**src/rtl/legv8_multicycle_ctrl.sv**
```systemverilog
// legv8_multicycle_ctrl
// Main control FSM for a multi-cycle LEGv8 core. Moves one instruction at a
// time through fetch/decode/execute/memory/write-back over a shared ALU and a
// single shared memory port. It also counts retired instructions and traps on
// opcodes it does not decode.
module legv8_multicycle_ctrl #(
  parameter int CNT_W = 32
) (
  input  logic             clk,
  input  logic             rst_n,
  input  logic [10:0]      op_code,
  input  logic             zero,
  input  logic             mem_ready,
  output logic [1:0]       ALUOp,
  output logic             alu_src_a,
  output logic [1:0]       alu_src_b,
  output logic             reg2loc,
  output logic             mem_read,
  output logic             mem_write,
  output logic             i_or_d,
  output logic             ir_write,
  output logic             pc_write,
  output logic             pc_src,
  output logic             reg_write,
  output logic             mem_to_reg,
  output logic             instr_done,
  output logic             illegal,
  output logic [CNT_W-1:0] retired
);

  typedef enum logic [3:0] {
    S_RST, S_FETCH, S_DECODE, S_EXEC_R, S_R_WB, S_MEM_ADDR,
    S_MEM_RD, S_MEM_WB, S_MEM_WR, S_BR_CBZ, S_BR_B, S_TRAP
  } state_t;

  typedef enum logic [2:0] {
    OP_RTYPE, OP_LDUR, OP_STUR, OP_CBZ, OP_B, OP_ILL
  } op_class_t;

  // Map the 11-bit opcode field onto the instruction classes the FSM handles.
  function automatic op_class_t classify(input logic [10:0] op);
    op_class_t cls;
    if (op == 11'b10001011000 || op == 11'b11001011000 ||
        op == 11'b10001010000 || op == 11'b10101010000) begin
      cls = OP_RTYPE;
    end else if (op == 11'b11111000010) begin
      cls = OP_LDUR;
    end else if (op == 11'b11111000000) begin
      cls = OP_STUR;
    end else if (op[10:3] == 8'b10110100) begin
      cls = OP_CBZ;
    end else if (op[10:5] == 6'b000101) begin
      cls = OP_B;
    end else begin
      cls = OP_ILL;
    end
    return cls;
  endfunction

  state_t           state_r;
  state_t           state_nxt_s;
  op_class_t        op_class_s;
  logic [CNT_W-1:0] retired_r;

  assign op_class_s = classify(op_code);
  assign retired    = retired_r;

  // State register; reset aborts any instruction in flight.
  always_ff @(posedge clk or negedge rst_n) begin
    if (!rst_n) begin
      state_r <= S_RST;
    end else begin
      state_r <= state_nxt_s;
    end
  end

  // Retired-instruction counter, wraps naturally at all-ones.
  always_ff @(posedge clk or negedge rst_n) begin
    if (!rst_n) begin
      retired_r <= {CNT_W{1'b0}};
    end else if (instr_done) begin
      retired_r <= retired_r + {{(CNT_W-1){1'b0}}, 1'b1};
    end else begin
      retired_r <= retired_r;
    end
  end

  // Next-state and Moore strobes; mem_ready/zero only gate the few
  // outputs that complete a handshake or a conditional branch.
  always_comb begin
    state_nxt_s = state_r;
    ALUOp       = 2'b00;
    alu_src_a   = 1'b0;
    alu_src_b   = 2'b00;
    reg2loc     = 1'b0;
    mem_read    = 1'b0;
    mem_write   = 1'b0;
    i_or_d      = 1'b0;
    ir_write    = 1'b0;
    pc_write    = 1'b0;
    pc_src      = 1'b0;
    reg_write   = 1'b0;
    mem_to_reg  = 1'b0;
    instr_done  = 1'b0;
    illegal     = 1'b0;
    case (state_r)
      S_RST: begin
        state_nxt_s = S_FETCH;
      end
      S_FETCH: begin
        mem_read  = 1'b1;
        alu_src_b = 2'b01;
        if (mem_ready) begin
          ir_write    = 1'b1;
          pc_write    = 1'b1;
          state_nxt_s = S_DECODE;
        end else begin
          state_nxt_s = S_FETCH;
        end
      end
      S_DECODE: begin
        alu_src_b = 2'b11;
        reg2loc   = (op_class_s == OP_CBZ) || (op_class_s == OP_STUR);
        case (op_class_s)
          OP_RTYPE: state_nxt_s = S_EXEC_R;
          OP_LDUR:  state_nxt_s = S_MEM_ADDR;
          OP_STUR:  state_nxt_s = S_MEM_ADDR;
          OP_CBZ:   state_nxt_s = S_BR_CBZ;
          OP_B:     state_nxt_s = S_BR_B;
          default:  state_nxt_s = S_TRAP;
        endcase
      end
      S_EXEC_R: begin
        alu_src_a   = 1'b1;
        ALUOp       = 2'b10;
        state_nxt_s = S_R_WB;
      end
      S_R_WB: begin
        reg_write   = 1'b1;
        instr_done  = 1'b1;
        state_nxt_s = S_FETCH;
      end
      S_MEM_ADDR: begin
        alu_src_a = 1'b1;
        alu_src_b = 2'b10;
        reg2loc   = (op_class_s == OP_STUR);
        if (op_class_s == OP_STUR) begin
          state_nxt_s = S_MEM_WR;
        end else begin
          state_nxt_s = S_MEM_RD;
        end
      end
      S_MEM_RD: begin
        mem_read = 1'b1;
        i_or_d   = 1'b1;
        if (mem_ready) begin
          state_nxt_s = S_MEM_WB;
        end else begin
          state_nxt_s = S_MEM_RD;
        end
      end
      S_MEM_WB: begin
        reg_write   = 1'b1;
        mem_to_reg  = 1'b1;
        instr_done  = 1'b1;
        state_nxt_s = S_FETCH;
      end
      S_MEM_WR: begin
        mem_write = 1'b1;
        i_or_d    = 1'b1;
        reg2loc   = 1'b1;
        if (mem_ready) begin
          instr_done  = 1'b1;
          state_nxt_s = S_FETCH;
        end else begin
          state_nxt_s = S_MEM_WR;
        end
      end
      S_BR_CBZ: begin
        alu_src_a   = 1'b1;
        ALUOp       = 2'b01;
        reg2loc     = 1'b1;
        pc_src      = 1'b1;
        pc_write    = zero;
        instr_done  = 1'b1;
        state_nxt_s = S_FETCH;
      end
      S_BR_B: begin
        pc_src      = 1'b1;
        pc_write    = 1'b1;
        instr_done  = 1'b1;
        state_nxt_s = S_FETCH;
      end
      S_TRAP: begin
        illegal     = 1'b1;
        state_nxt_s = S_TRAP;
      end
      default: begin
        state_nxt_s = S_RST;
      end
    endcase
  end

endmodule
```
**config.mk**
```make
export PLATFORM = sky130hd
export DESIGN_NAME = legv8_multicycle_ctrl
export DESIGN_NICKNAME = d
export VERILOG_FILES = /design/src/rtl/legv8_multicycle_ctrl.sv
export SDC_FILE = /design/constraint.sdc
export NUM_CORES = 1
export LEC_CHECK = 0
export ABC_AREA = 1
export ABC_CLOCK_PERIOD_IN_PS = 1400
export CORE_MARGIN = 1
export CORE_UTILIZATION = 46
export CTS_CLUSTER_DIAMETER = 150
export CTS_CLUSTER_SIZE = 30
export DETAILED_ROUTE_END_ITERATION = 8
export PLACE_DENSITY = 0.78
export SLEW_MARGIN = 20
export SYNTH_ARGS = -nofsm -noshare
export SYNTH_HDL_FRONTEND = slang
export SYNTH_SLANG_ARGS = --single-unit
```
**constraint.sdc**
```tcl
create_clock -name clk -period 1.4 [get_ports clk]
set_input_delay 0.28 -clock clk [delete_from_list [all_inputs] [get_ports clk]]
set_output_delay 0.28 -clock clk [all_outputs]
set_load 0.005 [all_outputs]
```
==> metrics <==
outcome=finished, violations left; failing checks=DRC, setup timing; grt ovf=0; Initial Utilization=47.8%; dpl ws=-0.811 ns; sequential area share after synthesis=34.0%; clk sinks=36; Synthesis Warnings=0; leakage power=2.87 nW; syn_area_per_cell=5.97 um^2; EDFF count, synth=0; Slew headroom=71.7%; largest net degree at the start of global routing=35; Port Buf Inserts=62; Synth Flop Type=dfrtp_1; fraction of registers with async set/reset=100%; Clock Pin Slew Worst Setup and Hold Paths=0.10 ns; Req. time, crit path=1.60 ns; Post-DP HPWL=6530 um; clock buffer depth=2; WP buf/inv=1; Total Routing Usage GR=39.0%; Worst R2R Start=retired[7]; Startpoint Class=register; crit-path cells=buf_4, nand2_1, nor2_1, nand2_1, nor2_1, nand2_1, nand2_1, nand2_1, nand2_1, nand2_1; Detailed Route WL=17300 um; area of the core=0.00554 mm^2; Slew Viols, Final=0; GPL Wtd Cong=0.879; count leader, synth=nand2_1; CTS tree=done; worst path arrival time=2.10 ns; first-pass GRT wire length=18400 um; CTS root buffer=clkbuf_8; cells taking the most area after synthesis=dfrtp_1 34%, nand2_1 29%, nor2_1 11%; Via density=6.43; fin cells=735; fin util=94.4%; Layout area overhead=97.4%; Setup CP Type=reg2reg; endpoints failing hold=0; CTS buffer count=5; Slowest cell on crit path=dfrtp_1; Nets=678; max frequency=526 MHz; commonest cells in the netlist=205 x nand2_1, 77 x nor2_1, 47 x inv_1; worst-path fanout max=3; Max Cap Viol=0; initial antenna violation count=0; final cycle utilization of the critical path=136%; Distinct cells, synth=24; Std-Cell Rows=27; cells after synthesis=444; VDD IR max=1.16 mV; post-synthesis register bit count=36; Crit path max-delay family=simple AND/OR/NAND/NOR gates; num ports=63; vias post-DR=4727; ANT nets after route=0; vias in the first global route=3903; worst-margin pin slew=0.425 ns; Setup crit end kind=register; area leader, netlist=dfrtp_1; H-tree depth=2; worst skew pair latency=0.31 ns; peak per-stage delay on the critical path=0.38 ns; Power per Cell Area=1360 mW/mm^2; Critical Path Most Common Cell=nand2_1; Placed Cells incl. Taps=637; residual DRC count=98; diodes inserted=0; Max Clock Skew=0.0175 ns; die area=0.00607 mm^2; DIE WIDTH=77.9 um; HP Class=in2async; Post-Syn Nets=460; min Tclk post-route=1.90 ns; crit path from=retired[7]; Cell Area, Synth=0.00265 mm^2; initial DRC count=928; setup ws final=-0.503 ns; wire length per cell=23.6 um; count of final setup violators=55; Die H=77.9 um; Synth top area share=34.0%; fraction of layout cells with a size suffix above 1=45.4%; RSZ-0062 raised after global routing=yes; TritonRoute pass-1 iters=9
## worst register-to-register path, cell delays in order, from the launching register on
cell     delay, ns
dfrtp_1       0.38
buf_4         0.15
nand2_1       0.10
nor2_1        0.29
nand2_1       0.15
nor2_1        0.30
nand2_1       0.12
nand2_1       0.10
nand2_1       0.07
nand2_1       0.10
nand2_1       0.07
## state kept, by name, indices dropped and copies added (netlist names)
signal / count
retired: 32
state_r: 4
## through the flow
stage	total power, W	cell area [um^2]	hold slack (ns)	TNS (ns)
floorplan	0.00228	2670	-0.0156	-0.0148
global placement	0.00342	3840	0.224	-14.13
detailed placement	0.00346	3840	0.231	-15.98
CTS	0.00527	4600	0.455	-10.56
global route	0.00720	5230	0.456	-21.33
finish	0.00709	5230	0.438	-19.83
## layout by cell type (no fill, tap or decap), types with 4 or more instances in the layout
master,synthesis,layout
buf_2,1,14
buf_4,0,114
buf_6,5,35
clkbuf_2,0,5
clkbuf_8,0,5
clkdlybuf4s50_1,0,4
dfrtp_1,36,28
dfrtp_2,0,8
dlygate4sd2_1,0,34
inv_1,47,34
inv_2,2,9
nand2_1,205,153
nand2_2,2,33
nand2_4,0,18
nand3_1,27,21
nand4_1,5,5
nor2_1,77,57
nor2_2,1,7
nor2_4,1,15
o21ai_2,1,6
xor2_1,11,10
## final timing paths
check	depth (start not counted)	slack (ns)	end
max in group asynchronous	3	0.47	retired[17]
min	2	0.44	retired[8]
max	10	-0.50	retired[19]
min in group clk	6	0.50	state_r[0]
max reg2reg	10	-0.50	retired[19]
min reg2reg	3	0.61	retired[3]
## power by group
part / leakage, nW / internal, W / switching, W
Combinational: 2.33 / 0.00228 / 0.00248
Sequential: 0.481 / 0.00116 / 0.000170
Clock: 0.0552 / 0.000531 / 0.000467
## what timing repair did
item                                    4_1_cts  5_1_grt
pin swaps                                    22       39
endpoints found under the hold margin        15        0
endpoints found under the setup margin       80       56
hold buffers                                  1        0
cloned                                        1        7
resized for setup                           177      150
setup buffers                                64       25
## cell families (layout without fill, tap and decap cells)
logic type	after synthesis	in the layout	synth area share (%)
compound gates	17	17	3.73
xor+xnor	13	13	4.30
fa+ha+maj	1	1	0.472
buf+inv	55	274	9.26
flops	36	36	34.0
simple gates	322	322	48.2
## routing by layer
layer / vias up / GRT usage [%] / share of wire, %
met3: 256 / 5.41 / 15
met5: - / 0 / 0
met1: 2067 / 46.2 / 31
met2: 612 / 68.5 / 42
li1: 1792 / - / -
met4: 0 / 19.8 / 12
## cell type report
class	count	area (um^2)
inverters	49	209
clock buffers	6	72.6
well taps	72	90.1
repair buffers	217	1880
multi-input cells	353	2030
fillers	176	310
flip-flops and latches	36	911
clock inverters	2	35.0
Power figures use the tool's default switching activity.
